<file path="config.mk">
export PLATFORM = sky130hd
export DESIGN_NAME = gray_ptr_sync_multi
export DESIGN_NICKNAME = d
export VERILOG_FILES = /design/src/rtl/gray_ptr_sync_multi.sv
export SDC_FILE = /design/constraint.sdc
export NUM_CORES = 1
export LEC_CHECK = 0
export BUFFER_PORTS_ARGS = -buffer_cell sky130_fd_sc_hd__buf_2
export CORE_MARGIN = 2
export CORE_UTILIZATION = 35
export CTS_CLUSTER_SIZE = 12
export DETAILED_ROUTE_END_ITERATION = 7
export GPL_TIMING_DRIVEN = 0
export PLACE_DENSITY = 0.58
export SLEW_MARGIN = 20
export SYNTH_ARGS = -nofsm -noshare
export SYNTH_HDL_FRONTEND = slang
export SYNTH_SLANG_ARGS = --single-unit
</file>
<file path="constraint.sdc">
create_clock -name wclk -period 2.45 [get_ports wclk]
set_clock_uncertainty 0.2 [all_clocks]
set_input_delay 0.245 -clock wclk [delete_from_list [all_inputs] [get_ports wclk]]
set_output_delay 0.245 -clock wclk [all_outputs]
set_load 0.05 [all_outputs]
</file>
<file path="src/rtl/gray_ptr_sync_multi.sv">
// ============================================================================
// Module   : gray_ptr_sync_multi
// Purpose  : Multi-channel Gray-pointer synchroniser for the destination side
//            of async FIFOs. Each channel passes its Gray pointer through a
//            STAGES-deep flop chain. It then produces a registered binary copy,
//            a change pulse and a sticky illegal-transition flag. A shared
//            warm-up counter raises sync_vld once the chains hold only
//            post-reset samples.
// Ports    : wclk      - destination clock (rising edge)
//            wrst      - synchronous active-high reset
//            rptr_gray - NCH packed Gray pointers, channel c at [c*(ASIZE+1) +: ASIZE+1]
//            err_clr   - per-channel clear of gray_err (a set in the same cycle wins)
//            sync_gray - last chain stage per channel
//            sync_bin  - registered binary of sync_gray
//            ptr_chg   - one-cycle pulse when sync_bin changes (gated by sync_vld)
//            gray_err  - sticky multi-bit Gray transition flag
//            sync_vld  - warm-up complete
//            sync_delta- (SYNC_DELTA_EN only) sync_bin increment, aligned with ptr_chg
// Options  : define SYNC_DELTA_EN to add the sync_delta output.
// Revision : 1.0 - initial release
// ============================================================================
`default_nettype none

module gray_ptr_sync_multi #(
  parameter int ASIZE  = 4,
  parameter int NCH    = 1,
  parameter int STAGES = 2
) (
  input  logic                      wclk,
  input  logic                      wrst,
  input  logic [NCH*(ASIZE+1)-1:0]  rptr_gray,
  input  logic [NCH-1:0]            err_clr,
  output logic [NCH*(ASIZE+1)-1:0]  sync_gray,
  output logic [NCH*(ASIZE+1)-1:0]  sync_bin,
  output logic [NCH-1:0]            ptr_chg,
  output logic [NCH-1:0]            gray_err,
  output logic                      sync_vld
`ifdef SYNC_DELTA_EN
  ,
  output logic [NCH*(ASIZE+1)-1:0]  sync_delta
`endif
);

  localparam int c_W  = ASIZE + 1;
  localparam int c_CW = $clog2(STAGES + 2);
  localparam logic [c_CW-1:0] c_VLD_CNT = c_CW'(STAGES + 1);

  if (STAGES < 2) begin : g_stage_check
    $error("gray_ptr_sync_multi: STAGES must be >= 2");
  end

  // Warm-up: STAGES edges fill the chain, one more registers sync_bin.
  logic [c_CW-1:0] r_cnt;
  logic            w_vld;

  assign w_vld    = (r_cnt == c_VLD_CNT);
  assign sync_vld = w_vld;

  always_ff @(posedge wclk) begin
    if (wrst) begin
      r_cnt <= '0;
    end else if (!w_vld) begin
      r_cnt <= r_cnt + 1'b1;
    end
  end

  for (genvar c = 0; c < NCH; c++) begin : g_ch
    logic [c_W-1:0] r_chain [STAGES];
    logic [c_W-1:0] r_prev;
    logic [c_W-1:0] r_bin;
    logic           r_chg;
    logic           r_err;
    logic [c_W-1:0] w_sg;
    logic [c_W-1:0] w_bin;
    logic [c_W-1:0] w_diff;
    logic [c_W-1:0] w_diff_m1;
    logic           w_multi;
    logic           w_new;

    assign w_sg      = r_chain[STAGES-1];
    assign w_diff    = w_sg ^ r_prev;
    assign w_diff_m1 = w_diff - c_W'(1);
    // Clearing the lowest set bit leaves a non-zero result only if 2+ bits differ.
    assign w_multi   = |(w_diff & w_diff_m1);
    assign w_new     = (w_bin != r_bin);

    // bin[i] is the XOR of all Gray bits from i upward.
    always_comb begin
      w_bin = '0;
      for (int i = 0; i < c_W; i++) begin
        w_bin[i] = ^(w_sg >> i);
      end
    end

    always_ff @(posedge wclk) begin
      if (wrst) begin
        for (int k = 0; k < STAGES; k++) begin
          r_chain[k] <= '0;
        end
        r_prev <= '0;
        r_bin  <= '0;
        r_chg  <= 1'b0;
        r_err  <= 1'b0;
      end else begin
        r_chain[0] <= rptr_gray[c*c_W +: c_W];
        for (int k = 1; k < STAGES; k++) begin
          r_chain[k] <= r_chain[k-1];
        end
        r_prev <= w_sg;
        r_bin  <= w_bin;
        r_chg  <= w_vld && w_new;
        // Set has priority over clear so a coincident fault is never lost.
        r_err  <= (r_err && !err_clr[c]) || (w_vld && w_multi);
      end
    end

    assign sync_gray[c*c_W +: c_W] = w_sg;
    assign sync_bin[c*c_W +: c_W]  = r_bin;
    assign ptr_chg[c]              = r_chg;
    assign gray_err[c]             = r_err;

`ifdef SYNC_DELTA_EN
    logic [c_W-1:0] r_delta;

    always_ff @(posedge wclk) begin
      if (wrst) begin
        r_delta <= '0;
      end else if (w_vld && w_new) begin
        r_delta <= w_bin - r_bin;  // modular subtraction handles wrap
      end else begin
        r_delta <= '0;
      end
    end

    assign sync_delta[c*c_W +: c_W] = r_delta;
`endif
  end

endmodule

`default_nettype wire

</file>
* After elaboration in Yosys (flattened, before gate mapping)
Memory sizes are Yosys's and may differ from the RTL's. Cells that the tools add are included.
Storage, ports and cells: bits in registers 14, memories 1, RAM bits 10, output and inout port bits 13, bits in latches 0, input port bits 8, ROM bits 0, logic and storage cells 30
Operators by class: order comparisons 0, reductions and logical operators 11, equality and inequality tests 2, shifts and indexed selects 0, bitwise operators 4, $mul 0, muxes and demuxes 5, $add $sub $neg 2, div/mod/pow operators 0
Memory list:
- g_ch[0].r_chain | words 2, width 5, rd ports 2, clocked after memory_dff 0, write ports 2, line 68 | logic [c_W-1:0] r_chain [STAGES];
Operators by type and width (number):
- $reduce_xor 5->1 | 5
- $mux 5 | 2
- $and 5x5->5 | 1
- $ne 5x5->1 | 1
- $reduce_or 5->1 | 1
- $sub 5x1->5 const B | 1
- $xor 5x5->5 | 1
- $logic_and 1x1->1 | 3
- $mux 1 | 3
- $add 2x1->2 const B | 1
- $eq 2x2->1 const B | 1
- $or 1x1->1 | 2
- $logic_not 1->1 | 1
- $logic_or 1x1->1 | 1

* Depth between registers and ports, before layout
depth after elaboration 6, depth in mapped cells 5, gate-level depth less buffers 4

* Worst setup path after synthesis
Ideal clock, no wire load.
path type register -> register, start point memory g_ch[0].r_chain[0][8] (netlist bit), end point register g_ch[0].r_chg, in the netlist ptr_chg, data arrival time 1.360 ns, setup time 0.136 ns, buffers on the path 0, setup slack 0.754 ns, required time 2.114 ns, cell stages (with the launch flop) 5, cell sequence dfxtp_1 -> xnor3_2 -> xor2_2 -> mux2i_1 -> a31oi_1
RTL lines:
- start, declared | line 68
- end signal, assigned | line 111 | r_chg <= w_vld && w_new;
- end, declared | line 71 | logic r_chg;

==> metrics.txt <==
# TYPE chip_impl_metric gauge
chip_impl_info{name="synth_commonest_cells",value="23 x sky130_fd_sc_hd__dfxtp_1, 14 x sky130_fd_sc_hd__nor2b_1, 7 x sky130_fd_sc_hd__nor2_1"} 1
chip_impl_metric{name="mappedNetlistArea",unit="sq um"} 898
chip_impl_metric{name="first_global_vias",unit=""} 520
chip_impl_metric{name="syn-mean-instance-area",unit="sq um"} 10.6
chip_impl_metric{name="timing_worst_slew_pin_value",unit="ns"} 0.460
chip_impl_info{name="min_from",value="g_ch[0].r_chain[0][0]"} 1
chip_impl_info{name="r2r_end",value="ptr_chg"} 1
chip_impl_metric{name="synth_seq_cells",unit=""} 23
chip_impl_info{name="post-synth-top-area-cell",value="sky130_fd_sc_hd__dfxtp_1"} 1
chip_impl_metric{name="detailed_place_hpwl",unit="microns"} 995
chip_impl_metric{name="powerDensity",unit="nW/um^2"} 647
chip_impl_metric{name="drt_iter0_drc",unit=""} 3
chip_impl_metric{name="wire_length_of_the_first_global_routing_pass",unit="mm"} 2.15
chip_impl_metric{name="reg2reg_slack",unit="ns"} 0.58
chip_impl_metric{name="critical_path_required",unit="ns"} 2.44
chip_impl_metric{name="synth_fp_nets",unit=""} 94
chip_impl_metric{name="io_pins",unit=""} 21
chip_impl_metric{name="area_growth_syn_to_layout",unit="%"} 26.0
chip_impl_metric{name="utilization",unit="%"} 46.1
chip_impl_metric{name="finalCritPeriodShare",unit="%"} 76.4
chip_impl_metric{name="finalNetCount",unit=""} 126
chip_impl_metric{name="met2WireLength",unit="microns"} 641
chip_impl_metric{name="postCtsSetupBuffers",unit=""} 0
chip_impl_metric{name="routed_via_density",unit=""} 4.33
chip_impl_info{name="min_delay_worst_endpoint",value="g_ch[0].r_chain[0][5]"} 1
chip_impl_info{name="tritoncts",value="built"} 1
chip_impl_metric{name="drive_above_1_share",unit="%"} 28.4
chip_impl_metric{name="die_w",unit="microns"} 54.7
chip_impl_metric{name="groute.usage.overall",unit="%"} 10.7
chip_impl_info{name="most_instantiated_library_cell_after_synthesis",value="sky130_fd_sc_hd__dfxtp_1"} 1
chip_impl_metric{name="r2r.worst_path.cells",unit=""} 4
chip_impl_metric{name="floorplan.initialDensity",unit="%"} 36.6
chip_impl_metric{name="grt_start_max_net_pins",unit=""} 13
chip_impl_info{name="holdCritPathClass",value="flip-flop to flip-flop"} 1
chip_impl_metric{name="clock-sinks",unit=""} 23
chip_impl_metric{name="initial_antenna_violation_count",unit=""} 0
chip_impl_metric{name="synth_mux_area_share",unit="%"} 2.23
chip_impl_metric{name="numPortBuffers",unit=""} 20
chip_impl_metric{name="met3RoutedLength",unit="microns"} 67
chip_impl_metric{name="routed-via-count",unit=""} 632
chip_impl_metric{name="detail_route.wirelength.met1",unit="microns"} 660
chip_impl_metric{name="accumulated_negative_setup_slack",unit="ns"} 0
chip_impl_metric{name="timing_hold_violations_final",unit=""} 0
chip_impl_metric{name="floorplan.die_area",unit="sq um"} 2990
chip_impl_metric{name="route.final.wire_length",unit="mm"} 1.39
chip_impl_metric{name="post_synth_inst_count",unit=""} 85
chip_impl_metric{name="clock_insertion_delay_worst_skew",unit="ns"} 0.30
chip_impl_metric{name="cap_violations",unit=""} 0
chip_impl_metric{name="place.gp.congestion",unit=""} 0.691
chip_impl_metric{name="cts.path.max_buffers",unit=""} 2
chip_impl_metric{name="min_delay_path_depth",unit=""} 1
chip_impl_metric{name="chipHeight",unit="microns"} 54.7
chip_impl_info{name="setup_repair_after_global_routing_missed_its_margin",value="false"} 1
chip_impl_metric{name="htreeDepth",unit=""} 1
chip_impl_metric{name="core_area",unit="sq um"} 2450
chip_impl_metric{name="antennaDiodeCount",unit=""} 0
chip_impl_metric{name="synthArstFlopShare",unit="%"} 0
chip_impl_metric{name="worst_ep_arrival_time",unit="ns"} 1.86
chip_impl_info{name="critical_path.startpoint",value="g_ch[0].r_chain[0][8]"} 1
chip_impl_metric{name="power_leakage",unit="nW"} 0.508
chip_impl_metric{name="cts_repair_resize_count",unit=""} 0
chip_impl_metric{name="worst_slew_margin_rel",unit="%"} 69.3
chip_impl_info{name="synth_top_family_by_area",value="simple AND/OR/NAND/NOR gates"} 1
chip_impl_metric{name="synth_largest_type_area_fraction",unit="%"} 51.3
chip_impl_metric{name="slew_violations",unit=""} 0
chip_impl_info{name="status",value="complete, no violations"} 1
chip_impl_metric{name="drt_pass1_iterations",unit=""} 2
chip_impl_info{name="yosys_most_used_dff",value="sky130_fd_sc_hd__dfxtp_1"} 1
chip_impl_metric{name="synth_area_in_xor_xnor",unit="%"} 13.2
chip_impl_metric{name="synth_cell_type_count",unit=""} 28
chip_impl_metric{name="synth-compound-area-share",unit="%"} 6.69
chip_impl_info{name="timing_worst_setup_path_type",value="flip-flop to flip-flop"} 1
chip_impl_metric{name="peak_freq",unit="MHz"} 534
chip_impl_metric{name="drc",unit=""} 0
chip_impl_metric{name="cts_hold_repair.buffers",unit=""} 7
chip_impl_info{name="setup.worst_path.end_class",value="flip-flop"} 1
chip_impl_info{name="crit-reg2reg-launch",value="g_ch[0].r_chain[0][8]"} 1
chip_impl_metric{name="number_of_cts_inserted_buffers",unit=""} 3
chip_impl_info{name="post_synth_main_area_contributors",value="sky130_fd_sc_hd__dfxtp_1 51%, sky130_fd_sc_hd__nor2b_1 9.7%, sky130_fd_sc_hd__xnor2_1 5.8%"} 1
chip_impl_metric{name="grt_remaining_overflow",unit=""} 0
chip_impl_info{name="cts_root_buffer",value="sky130_fd_sc_hd__clkbuf_4"} 1
chip_impl_metric{name="std_cell_rows",unit=""} 18
chip_impl_metric{name="finalSetupViolations",unit=""} 0
chip_impl_metric{name="wire_per_inst",unit="microns"} 9.51
chip_impl_metric{name="power.ir.vdd_worst",unit="uV"} 470
chip_impl_info{name="top_metal_used",value="met4"} 1
chip_impl_metric{name="count_of_flip_flops_with_a_built_in_enable_after_synthesis",unit=""} 0
chip_impl_metric{name="post_synth_fa_ha_maj_area_fraction",unit="%"} 1.39
chip_impl_info{name="startpoint_type",value="flip-flop"} 1
chip_impl_metric{name="synthesis.yosys.warnings",unit=""} 0
chip_impl_metric{name="post_synth_and_or_nand_nor_area_fraction",unit="%"} 18.5
chip_impl_metric{name="antenna_violating_nets_post_route",unit=""} 0
chip_impl_metric{name="synth-seq-area-share",unit="%"} 51.3
chip_impl_metric{name="post-route-min-period",unit="ns"} 1.87
chip_impl_metric{name="critical_path.max_fanout",unit=""} 7
chip_impl_metric{name="clk_pin_slew",unit="ns"} 0.12
stage by stage:
step / hold WS, ns / setup WS, ns / instance area (sq um) / power (mW) / instances
2_1_floorplan: 0.129 / 0.754 / 898 / 0.536 / 85
3_3_place_gp: 0.217 / 0.567 / 1040 / 0.562 / 135
3_5_place_dp: 0.225 / 0.575 / 1040 / 0.566 / 135
4_1_cts: 0.254 / 0.557 / 1130 / 0.744 / 146
5_1_grt: 0.269 / 0.416 / 1130 / 0.774 / 146
6_report: 0.249 / 0.578 / 1130 / 0.732 / 146
registers in the layout (all words and copies together), names as in the netlist:
register	flops
gray_err	1
g_ch.r_chain	10
sync_bin	4
ptr_chg	1
r_cnt	2
g_ch.r_prev	5
critical path, cell delays in order, from the launching register on:
cell	delay, ns
sky130_fd_sc_hd__dfxtp_1	0.47
sky130_fd_sc_hd__xnor3_2	0.50
sky130_fd_sc_hd__xor2_2	0.25
sky130_fd_sc_hd__mux2i_1	0.24
sky130_fd_sc_hd__a31oi_1	0.10
per-layer routing:
metal	global-route usage, %	up-vias
li1	-	335
met1	12.2	281
met2	17.3	14
met3	3.28	2
met4	6.25	0
met5	0	-
cell type report:
cell class,instances,area [sq um]
fillers,254,1320
flip-flops and latches,23,460
multi-input cells,52,378
repair buffers,27,170
plain buffers,9,56.3
well taps,30,37.5
clock buffers,4,26.3
inverters,1,3.75
kinds of logic (layout without fill, tap and decap cells):
logic type,count (synthesis),count (layout)
AO/OA/AOI/OAI,8,8
XOR/XNOR,11,11
adder cells (fa/ha/maj),1,1
buffers and inverters,10,41
flip-flops,23,23
multiplexers,2,2
AND/OR/NAND/NOR,30,30
how the worst max path moves through the flow:
stage,to,slack (ns),depth (start not counted)
3_3_place_gp,ptr_chg,0.57,4
6_report,ptr_chg,0.58,4
5_1_grt,ptr_chg,0.42,4
4_1_cts,ptr_chg,0.56,4
2_1_floorplan,ptr_chg,0.75,4
3_5_place_dp,ptr_chg,0.57,4
placed cells by master (no fill, tap or decap), types with 3 or more instances in the layout:
cell type                        n
sky130_fd_sc_hd__buf_2          20
sky130_fd_sc_hd__buf_4           6
sky130_fd_sc_hd__clkbuf_1        3
sky130_fd_sc_hd__clkbuf_4        3
sky130_fd_sc_hd__dfxtp_1        23
sky130_fd_sc_hd__dlygate4sd3_1   7
sky130_fd_sc_hd__nor2_1          7
sky130_fd_sc_hd__nor2b_1        14
sky130_fd_sc_hd__xnor2_1         6
sky130_fd_sc_hd__xor2_1          3
report_power, final:
part	switching, mW	total [mW]	internal (mW)
Sequential	0.0147	0.413	0.398
Combinational	0.0887	0.151	0.0619
Clock	0.106	0.169	0.0633
Total	0.209	0.732	0.523
No activity file was read; power rests on OpenSTA's default activity.
